==> src/rtl/rr_grant_arbiter_if.sv <==
// rr_grant_arbiter_if: request/grant bundle between N requesters and a
// round-robin arbiter guarding one shared resource.
//   req         requester -> arbiter, level request vector (bit i = requester i)
//   done        resource  -> arbiter, one-cycle "transaction finished" pulse
//   grant       arbiter   -> requesters, one-hot grant (0 when idle)
//   grant_idx   arbiter   -> requesters, binary index of the grant (0 when idle)
//   grant_valid arbiter   -> requesters, high while a grant is held
//   timeout     arbiter   -> requesters, one-cycle pulse on forced revocation
// Modports: master = requester/resource side, slave = arbiter side.
interface rr_grant_arbiter_if #(
  parameter int unsigned N = 4
);
  localparam int unsigned IDXW = (N > 1) ? $clog2(N) : 1;

  logic [N-1:0]    req;
  logic            done;
  logic [N-1:0]    grant;
  logic [IDXW-1:0] grant_idx;
  logic            grant_valid;
  logic            timeout;

  modport master (
    output req,
    output done,
    input  grant,
    input  grant_idx,
    input  grant_valid,
    input  timeout
  );

  modport slave (
    input  req,
    input  done,
    output grant,
    output grant_idx,
    output grant_valid,
    output timeout
  );
endinterface

==> src/rtl/rr_grant_arbiter.sv <==
// rr_grant_arbiter: round-robin arbiter sharing one resource among N
// requesters. A grant is held until the resource pulses done; on release the
// priority pointer moves to the released winner and, if anyone is still
// requesting, the next winner is granted on the following cycle with no idle
// bubble. All outputs are registered.
// Ports:
//   clk    rising-edge clock
//   rst_n  asynchronous active-low reset
//   bus    rr_grant_arbiter_if.slave (req, done in; grant, grant_idx,
//          grant_valid, timeout out)
// Parameters:
//   N         number of requesters (>= 1, any value)
//   MAX_HOLD  maximum grant length in cycles (>= 2), used only when the
//             RR_ARB_TIMEOUT_EN macro is defined
// Build option:
//   RR_ARB_TIMEOUT_EN  adds a hold counter that revokes a grant after
//                      MAX_HOLD cycles and pulses timeout; without it timeout
//                      is constant 0 and grants last until done.
module rr_grant_arbiter #(
  parameter int unsigned N        = 4,
  parameter int unsigned MAX_HOLD = 16
) (
  input  logic                clk,
  input  logic                rst_n,
  rr_grant_arbiter_if.slave   bus
);

  localparam int unsigned IDXW = (N > 1) ? $clog2(N) : 1;
  localparam int unsigned SUMW = IDXW + 1;

  localparam logic [0:0] ST_IDLE  = 1'b0;
  localparam logic [0:0] ST_GRANT = 1'b1;

  // Elaboration-time parameter sanity checks
  if (N < 1) begin : g_bad_n
    $error("rr_grant_arbiter: N must be >= 1");
  end
  if (MAX_HOLD < 2) begin : g_bad_hold
    $error("rr_grant_arbiter: MAX_HOLD must be >= 2");
  end

  logic [0:0]      state_q, state_n;
  logic [IDXW-1:0] ptr_q, ptr_n;
  logic [N-1:0]    grant_q, grant_n;
  logic [IDXW-1:0] idx_q, idx_n;
  logic            valid_q, valid_n;

  logic            load_c;
  logic            release_c;
  logic            expire_c;

  logic [IDXW-1:0] arb_ptr_c;
  logic [IDXW-1:0] arb_start_c;
  logic [IDXW-1:0] arb_win_c;
  logic [2*N-1:0]  req_dbl_c;
  logic [N-1:0]    req_rot_c;
  logic [SUMW-1:0] arb_off_c;
  logic [SUMW-1:0] arb_sum_c;

  // Rotated priority encode. While a grant is held the pointer used is the
  // current winner, so a release re-arbitrates against the updated pointer.
  // Start index wraps explicitly so non-power-of-two N is handled.
  always_comb begin
    arb_ptr_c   = (state_q == ST_GRANT) ? idx_q : ptr_q;
    arb_start_c = (arb_ptr_c == IDXW'(N - 1)) ? '0 : arb_ptr_c + IDXW'(1);
    req_dbl_c   = {bus.req, bus.req};
    req_rot_c   = N'(req_dbl_c >> arb_start_c);
    arb_off_c   = '0;
    for (int i = int'(N) - 1; i >= 0; i--) begin
      if (req_rot_c[i]) begin
        arb_off_c = SUMW'(i);
      end
    end
    arb_sum_c = SUMW'(arb_start_c) + arb_off_c;
    if (arb_sum_c >= SUMW'(N)) begin
      arb_sum_c = arb_sum_c - SUMW'(N);
    end
    arb_win_c = arb_sum_c[IDXW-1:0];
  end

  // Next-state and next-output logic
  always_comb begin
    state_n = state_q;
    ptr_n   = ptr_q;
    grant_n = grant_q;
    idx_n   = idx_q;
    valid_n = valid_q;
    load_c  = 1'b0;

    case (state_q)
      ST_IDLE: begin
        if (|bus.req) begin
          load_c  = 1'b1;
          state_n = ST_GRANT;
        end
      end
      ST_GRANT: begin
        if (release_c) begin
          ptr_n = idx_q;
          if (|bus.req) begin
            load_c = 1'b1;
          end else begin
            state_n = ST_IDLE;
            grant_n = '0;
            idx_n   = '0;
            valid_n = 1'b0;
          end
        end
      end
      default: begin
        state_n = ST_IDLE;
      end
    endcase

    if (load_c) begin
      grant_n = N'(1) << arb_win_c;
      idx_n   = arb_win_c;
      valid_n = 1'b1;
    end
  end

  // State and output registers
  always_ff @(posedge clk or negedge rst_n) begin
    if (!rst_n) begin
      state_q <= ST_IDLE;
      ptr_q   <= IDXW'(N - 1);
      grant_q <= '0;
      idx_q   <= '0;
      valid_q <= 1'b0;
    end else begin
      state_q <= state_n;
      ptr_q   <= ptr_n;
      grant_q <= grant_n;
      idx_q   <= idx_n;
      valid_q <= valid_n;
    end
  end

`ifdef RR_ARB_TIMEOUT_EN
  localparam int unsigned CNTW = $clog2(MAX_HOLD);

  logic [CNTW-1:0] hold_q, hold_n;
  logic            timeout_q, timeout_n;

  // Hold counter: cycles the current grant has been visible
  always_comb begin
    hold_n    = '0;
    timeout_n = 1'b0;
    if (state_n == ST_GRANT && !load_c) begin
      hold_n = hold_q + CNTW'(1);
    end
    // A done coinciding with expiry is a normal release
    if (expire_c && !bus.done) begin
      timeout_n = 1'b1;
    end
  end

  assign expire_c = (state_q == ST_GRANT) && (hold_q == CNTW'(MAX_HOLD - 1));

  always_ff @(posedge clk or negedge rst_n) begin
    if (!rst_n) begin
      hold_q    <= '0;
      timeout_q <= 1'b0;
    end else begin
      hold_q    <= hold_n;
      timeout_q <= timeout_n;
    end
  end

  assign bus.timeout = timeout_q;
`else
  assign expire_c    = 1'b0;
  assign bus.timeout = 1'b0;
`endif

  assign release_c = bus.done | expire_c;

  assign bus.grant       = grant_q;
  assign bus.grant_idx   = idx_q;
  assign bus.grant_valid = valid_q;

endmodule

==> src/flat_wrapper.sv <==
// flat-port wrapper written by rule: the top's interface ports become plain ports
module rr_grant_arbiter_flat 
#(
  parameter int unsigned N        = 4,
  parameter int unsigned MAX_HOLD = 16
)
  (clk, rst_n, bus_req, bus_done, bus_grant, bus_grant_idx, bus_grant_valid, bus_timeout);
  rr_grant_arbiter_if #(.N(N)) bus_i ();
  input  logic clk;
  input  logic rst_n;
  input wire logic [$bits(bus_i.req)-1:0] bus_req;
  input wire logic [$bits(bus_i.done)-1:0] bus_done;
  output wire logic [$bits(bus_i.grant)-1:0] bus_grant;
  output wire logic [$bits(bus_i.grant_idx)-1:0] bus_grant_idx;
  output wire logic [$bits(bus_i.grant_valid)-1:0] bus_grant_valid;
  output wire logic [$bits(bus_i.timeout)-1:0] bus_timeout;
  assign bus_i.req = bus_req;
  assign bus_i.done = bus_done;
  assign bus_grant = bus_i.grant;
  assign bus_grant_idx = bus_i.grant_idx;
  assign bus_grant_valid = bus_i.grant_valid;
  assign bus_timeout = bus_i.timeout;
  rr_grant_arbiter #(.N(N), .MAX_HOLD(MAX_HOLD)) u_core (.clk(clk), .rst_n(rst_n), .bus(bus_i));
endmodule
==> config.mk <==
export PLATFORM = sky130hd
export DESIGN_NAME = rr_grant_arbiter_flat
export DESIGN_NICKNAME = d
export VERILOG_FILES = /design/src/rtl/rr_grant_arbiter_if.sv /design/src/rtl/rr_grant_arbiter.sv /design/src/flat_wrapper.sv
export SDC_FILE = /design/constraint.sdc
export NUM_CORES = 1
export LEC_CHECK = 0
export ABC_AREA = 1
export BUFFER_PORTS_ARGS = -buffer_cell sky130_fd_sc_hd__clkbuf_2
export CAP_MARGIN = 20
export CELL_PAD_IN_SITES_DETAIL_PLACEMENT = 1
export CELL_PAD_IN_SITES_GLOBAL_PLACEMENT = 1
export CORE_UTILIZATION = 33
export CTS_CLUSTER_DIAMETER = 120
export DETAILED_ROUTE_END_ITERATION = 10
export PLACE_DENSITY_LB_ADDON = 0.1
export SLEW_MARGIN = 20
export SYNTH_ARGS = -nofsm -noshare
export SYNTH_HDL_FRONTEND = slang
export SYNTH_SLANG_ARGS = --single-unit
export TNS_END_PERCENT = 20
==> constraint.sdc <==
create_clock -name clk -period 2.3 [get_ports clk]
set_clock_uncertainty 0.15 [all_clocks]
set_input_delay 0.345 -clock clk [delete_from_list [all_inputs] [get_ports clk]]
set_output_delay 0.345 -clock clk [all_outputs]
set_load 0.02 [all_outputs]
Word level (Yosys, flattened, before mapping)
Index checks and enable logic that the tools add are counted.
Widths: inputs -> output; s select.

storage, ports and cells
  bits in registers = 10
  input port bits = 7

operators by class
  add/subtract/negate cells = 3
  $lt $le $gt $ge = 1
  equality and inequality tests = 2
  shifts and indexed selects = 2
  mux-type cells = 24
  bitwise logic cells = 1
  reduce and logical (&&, ||, !) cells = 5

operator list
  operator             count
  $mux 2               8
  $mux 4               4
  $mux 3               3
  $shr 8x2->4          1
  $mux 1               7
  $pmux 1 s2           2
  $reduce_bool 2->1    2
  $reduce_or 4->1      1
  $shl 1x2->4 const A  1
  $add 2x3->3          1
  $ge 3x3->1 const B   1
  $reduce_and 3->1     1
  $add 2x1->2 const B  1
  $eq 2x2->1 const B   1
  $ne 2x1->1 const B   1
  $reduce_and 2->1     1
  $sub 2x1->2 const B  1
  $not 1->1            1

Longest topological paths before layout
  word-level depth = 13
  depth in mapped cells = 19
  gate-level depth less buffers = 18

Worst setup path after synthesis
Ideal clock, no wire load.

  path kind = register to register
  start = register u_core.ptr_q[0]
  end = register u_core.grant_q[0], in the netlist u_core.bus.grant[0]
  library setup time = 116 ps
  arrival = 1866 ps
  path slack = 168 ps
  cell stages (with the launch flop) = 19
  period minus slack after synthesis = 2132 ps
  cell sequence = dfstp_2 > inv_1 > nand2_2 > nand2_4 > nand2_1 > nand2_1 > nand2_1 > nand2_2 > a31oi_1 > nor2_1 > ha_1 > inv_1 > nand2_1 > nand2_1 > inv_1 > nand3_2 > nand2_2 > nand2_1 > nand2_1

between the ends
  longest elaborated chain between the ends = 13

RTL lines
  element                                           line                                            source
  from (decl)                                       rr_grant_arbiter.sv:43                          logic [IDXW-1:0] ptr_q, ptr_n;
  from (signal assigned)                            rr_grant_arbiter.sv:126                         ptr_q <= IDXW'(N - 1);
  from (signal assigned)                            rr_grant_arbiter.sv:132                         ptr_q <= ptr_n;
  $mux 2 *                                          rr_grant_arbiter.sv:64                          arb_ptr_c = (state_q == ST_GRANT) ? idx_q : ptr_q;
  $add 2x1->2 / $eq 2x2->1 (equally long branches)  rr_grant_arbiter.sv:65                          arb_start_c = (arb_ptr_c == IDXW'(N - 1)) ? '0 : arb_ptr_c + IDXW'(1);
  $mux 2 *                                          rr_grant_arbiter.sv:65
  $shr 8x2->4                                       rr_grant_arbiter.sv:67                          req_rot_c = N'(req_dbl_c >> arb_start_c);
  $mux 2                                            rr_grant_arbiter.sv:70                          if (req_rot_c[i]) begin
  $mux 3 (3 in series)                              rr_grant_arbiter.sv:70
  $add 2x3->3 *                                     rr_grant_arbiter.sv:74                          arb_sum_c = SUMW'(arb_start_c) + arb_off_c;
  $ge 3x3->1 / $sub 2x1->2 (equally long branches)  rr_grant_arbiter.sv:75, rr_grant_arbiter.sv:76
  $mux 2 *                                          rr_grant_arbiter.sv:75                          if (arb_sum_c >= SUMW'(N)) begin
  $shl 1x2->4 *                                     rr_grant_arbiter.sv:116                         grant_n = N'(1) << arb_win_c;
  $mux 4 *                                          rr_grant_arbiter.sv:115                         if (load_c) begin
  to (signal assigned)                              rr_grant_arbiter.sv:133                         grant_q <= grant_n;
  to (decl)                                         rr_grant_arbiter.sv:44                          logic [N-1:0] grant_q, grant_n;

Mark *: on every way between the ends. The rest lies on a longest branch, timed or not.
A chain may end at the register's enable or synchronous reset.

Worst setup path in the final report
  start = register u_core.ptr_q[0]
  end = register u_core.grant_q[1], in the netlist u_core.bus.grant[1]

The elaborated chain is that of the path after synthesis.

==> results.yml <==
setup_path:
  criticalPathCategory: "reg2reg"
  worst-path-buf-inv: 4
  critical_path_peak_fanout: 7
  max_stage_delay_ns: 0.57
  path_cells: "inv_2 > nand2_2 > nand2_4 > buf_12 > nand2_2 > nand2_1 > nand2_2 > nand2_2 > a31oi_1 > nor2_1 > ha_2 > inv_2 > nand2_2 > nand2_2 > inv_2 > nand3_4 > nand2_2 > nand2_2 > nand2_1"
  worst_setup_path_end_kind: "flip-flop"
  critical_path.startpoint: "u_core.ptr_q[0]$_DFFE_PN1P_"
  worstPathRequired_ns: 2.31
  worst_r2r_path_depth: 19
  worst_path_dominant_cell_family: "simple AND/OR/NAND/NOR gates"
  crit_end: "u_core.bus.grant[1]$_DFFE_PN0P_"
  worstPathArrival_ns: 2.24
  ff2ff_setup_slack_ns: 0.07
  terminus_of_the_critical_flop_to_flop_path: "u_core.bus.grant[1]$_DFFE_PN0P_"
  worst_path_max_delay_cell: "sky130_fd_sc_hd__dfstp_2"
  worst-path-stages: 19
  worst_r2r_startpoint: "u_core.ptr_q[0]$_DFFE_PN1P_"
  worstSetupStartpointType: "flip-flop"
  critical-path-top-cell-by-count: "sky130_fd_sc_hd__nand2_2"
power_and_ir_drop:
  power.static_leakage_nw: 0.607
  vdd_drop_max_v: 0.000700
  post-layout-total-power_w: 0.00163
  power_density_mw_per_mm2: 1530
yosys:
  synth.largest_area_cell: "sky130_fd_sc_hd__nand2_1"
  synth.yosys.warnings: 0
  ys_top_cells_by_area: "sky130_fd_sc_hd__nand2_1 (32%), sky130_fd_sc_hd__dfrtp_1 (26%), sky130_fd_sc_hd__dfstp_2 (6.8%)"
  syn-cell-area_sq_um: 776
  synthesis.nets: 130
  synth_area_per_cell_sq_um: 6.36
  synth.lib_cells_used.distinct: 22
  synthCells: 122
  synth.yosys.seq_area_share_pct: 32.6
  synth_top_area_share_pct: 32.4
  synth.ff_latch_count: 10
clock_tree:
  cts_buffers: 3
  cts.clk_slew.worst_paths_ns: 0.07
  clock_tree.htree_level_count: 1
  number_of_sinks_driven_by_the_clock_tree: 10
  clock_tree_root_driver_cell: "sky130_fd_sc_hd__clkbuf_4"
  tritoncts: "yes"
  clock_latency_ns: 0.27
  max-clock-path-buffers: 2
placement:
  place.detailed.hpwl_mm: 1.58
  dp_cells: 169
  routabilityCongestion: 0.811
  postPlaceCellArea_sq_um: 942
  preCtsSetupSlack_ns: -0.0451
  port-buffer-count: 13
routing:
  final_antenna_net_count: 0
  drt-total-wl_mm: 2.10
  vias: 813
  drt_first_iter_violations: 11
  detail_route.wl_per_cell_microns: 11.9
  drt_drc_violations_left: 0
  detail_route.first_pass.iterations: 3
  routed_via_density: 4.59
grt:
  grt_first_pass_wirelength_mm: 3.43
  grt_pass1_vias: 795
  grt-ovfl-total: 0
  grt_antenna_before_repair: 0
  grt_max_degree: 11
  gr_util_all_layers_pct: 17.7
timing:
  max_freq_ghz: 0.448
  fin_crit_sh_pct: 97.0
  final_count_of_hold_timing_violations: 0
  finalMaxSlewViolations: 0
  period_needed_ns: 2.23
  layout_setup_ws_ns: 0.0684
  rsz_0062_raised_after_global_routing: "yes"
  setup_viol_count_final: 0
finish:
  drive_above_1_share_pct: 41.6
  area_delta_synth_final_pct: 36.8
  final_area_sq_mm: 0.00106
  final_net_count: 158
  num_antenna_cells: 0
  layout.cells.non_filler: 177
status:
  run_status: "finished clean"
job:
  max_cap_viol_count: 0
die:
  rows: 17
  die_height_microns: 50.5
  die_ar_sq_mm: 0.00255
  floorplan.die.width_microns: 50.5
  top_level_ports: 15
  start_util_pct: 35.1
  coreArea_sq_mm: 0.00221
min_path:
  min-delay-path-class: "in2reg"
tightest hold or removal path, cell delays in order:
cell and delay (ns):
sky130_fd_sc_hd__clkbuf_2 0.11, sky130_fd_sc_hd__nor4_1 0.07, sky130_fd_sc_hd__nand2_1 0.05
kinds of logic (layout without fill, tap and decap cells):
kind of cell / Yosys count / after routing / synth area share, %
simple gates: 89 / 89 / 52.6
buf+inv: 16 / 43 / 9.19
fa+ha+maj: 1 / 1 / 1.61
flops: 10 / 10 / 32.6
other cells: 1 / 1 / 0.483
compound gates: 5 / 5 / 3.55
worst min-delay path by stage:
stage,start,slack [ns],cells after the start,end
6_report,bus_req[3],0.20,3,u_core.state_q$_DFF_PN0_
5_1_grt,bus_req[3],0.22,3,u_core.state_q$_DFF_PN0_
4_1_cts,bus_req[3],0.19,3,u_core.state_q$_DFF_PN0_
3_5_place_dp,rst_n,0.08,1,u_core.bus.grant[3]$_DFFE_PN0P_
3_3_place_gp,rst_n,0.07,1,u_core.bus.grant[3]$_DFFE_PN0P_
2_1_floorplan,rst_n,-0.10,0,u_core.bus.grant[0]$_DFFE_PN0P_
where the power goes:
part / total, W / switching [W] / internal, W
clock: 0.000128 / 0.0000615 / 0.0000670
sequential: 0.000284 / 0.0000406 / 0.000243
combinational: 0.00121 / 0.000701 / 0.000513
cell type report:
type	count	area (sq um)
fillers	299	1150
multi-input cells	96	504
flip-flops and latches	10	254
repair buffers	25	186
inverters	14	55.1
well taps	28	35.0
clock buffers	4	26.3
sequential cells by signal, summed over array words and instances, names as in the netlist:
name / flops
u_core.bus.grant: 4
u_core.bus.grant_idx: 2
u_core.bus.grant_valid: 1
u_core.ptr_q: 2
u_core.state_q: 1
through the flow:
stage          TNS (ns)  hold WS (ns)  util, %
6_report              0         0.200     48.0
4_1_cts               0         0.189     44.6
2_1_floorplan         0        -0.101        -
3_3_place_gp          0        0.0693     42.6
3_5_place_dp     -0.135        0.0750     42.6
5_1_grt          -0.255         0.223     48.0
repair_timing:
item	4_1_cts	5_1_grt
hold buffers	1	0
gates resized for setup	3	20
pin swaps	1	12
endpoints found under the hold margin	8	0
setup endpoints to repair	5	5
buffers inserted	0	3
synthesized netlist by cell type:
cell type                  instances
sky130_fd_sc_hd__a31oi_1           1
sky130_fd_sc_hd__buf_4             1
sky130_fd_sc_hd__buf_6             1
sky130_fd_sc_hd__conb_1            1
sky130_fd_sc_hd__dfrtp_1           8
sky130_fd_sc_hd__dfstp_2           2
sky130_fd_sc_hd__ha_1              1
sky130_fd_sc_hd__inv_1            13
sky130_fd_sc_hd__inv_2             1
sky130_fd_sc_hd__nand2_1          67
sky130_fd_sc_hd__nand2_2           7
sky130_fd_sc_hd__nand2_4           4
sky130_fd_sc_hd__nand3_1           3
sky130_fd_sc_hd__nand3_2           1
sky130_fd_sc_hd__nand3b_1          1
sky130_fd_sc_hd__nor2_1            3
sky130_fd_sc_hd__nor2_4            1
sky130_fd_sc_hd__nor4_1            1
sky130_fd_sc_hd__o21ai_0           2
sky130_fd_sc_hd__o21ai_1           1
sky130_fd_sc_hd__o22ai_1           1
sky130_fd_sc_hd__or2_2             1
placed cells by master (no fill, tap or decap):
| cell type | n |
|---|---|
| sky130_fd_sc_hd__o21ai_1 | 1 |
| sky130_fd_sc_hd__or2_2 | 1 |
| sky130_fd_sc_hd__clkbuf_4 | 3 |
| sky130_fd_sc_hd__nand3_1 | 3 |
| sky130_fd_sc_hd__dfstp_2 | 2 |
| sky130_fd_sc_hd__conb_1 | 1 |
| sky130_fd_sc_hd__ha_2 | 1 |
| sky130_fd_sc_hd__buf_4 | 8 |
| sky130_fd_sc_hd__dfrtp_1 | 7 |
| sky130_fd_sc_hd__nand3_4 | 1 |
| sky130_fd_sc_hd__buf_6 | 1 |
| sky130_fd_sc_hd__nor2_4 | 1 |
| sky130_fd_sc_hd__dlygate4sd3_1 | 1 |
| sky130_fd_sc_hd__inv_4 | 1 |
| sky130_fd_sc_hd__nand2_1 | 55 |
| sky130_fd_sc_hd__clkbuf_1 | 1 |
| sky130_fd_sc_hd__nand3b_1 | 1 |
| sky130_fd_sc_hd__clkbuf_2 | 13 |
| sky130_fd_sc_hd__nor4_1 | 1 |
| sky130_fd_sc_hd__buf_12 | 2 |
| sky130_fd_sc_hd__o21ai_0 | 2 |
| sky130_fd_sc_hd__nand2_4 | 6 |
| sky130_fd_sc_hd__dfrtp_2 | 1 |
| sky130_fd_sc_hd__a31oi_1 | 1 |
| sky130_fd_sc_hd__nand2_2 | 17 |
| sky130_fd_sc_hd__o22ai_1 | 1 |
| sky130_fd_sc_hd__inv_1 | 10 |
| sky130_fd_sc_hd__nor2_2 | 1 |
| sky130_fd_sc_hd__nor2_1 | 2 |
| sky130_fd_sc_hd__inv_2 | 3 |
per-layer routing:
| layer | part of all wire, % | GRT usage (%) |
|---|---|---|
| met5 | 0 | 0 |
| met3 | 2.4 | 4.55 |
| met2 | 51 | 30.0 |
| met4 | 0 | 2.78 |
| met1 | 46 | 22.9 |
Note: power is estimated with default switching activity, not from simulation.
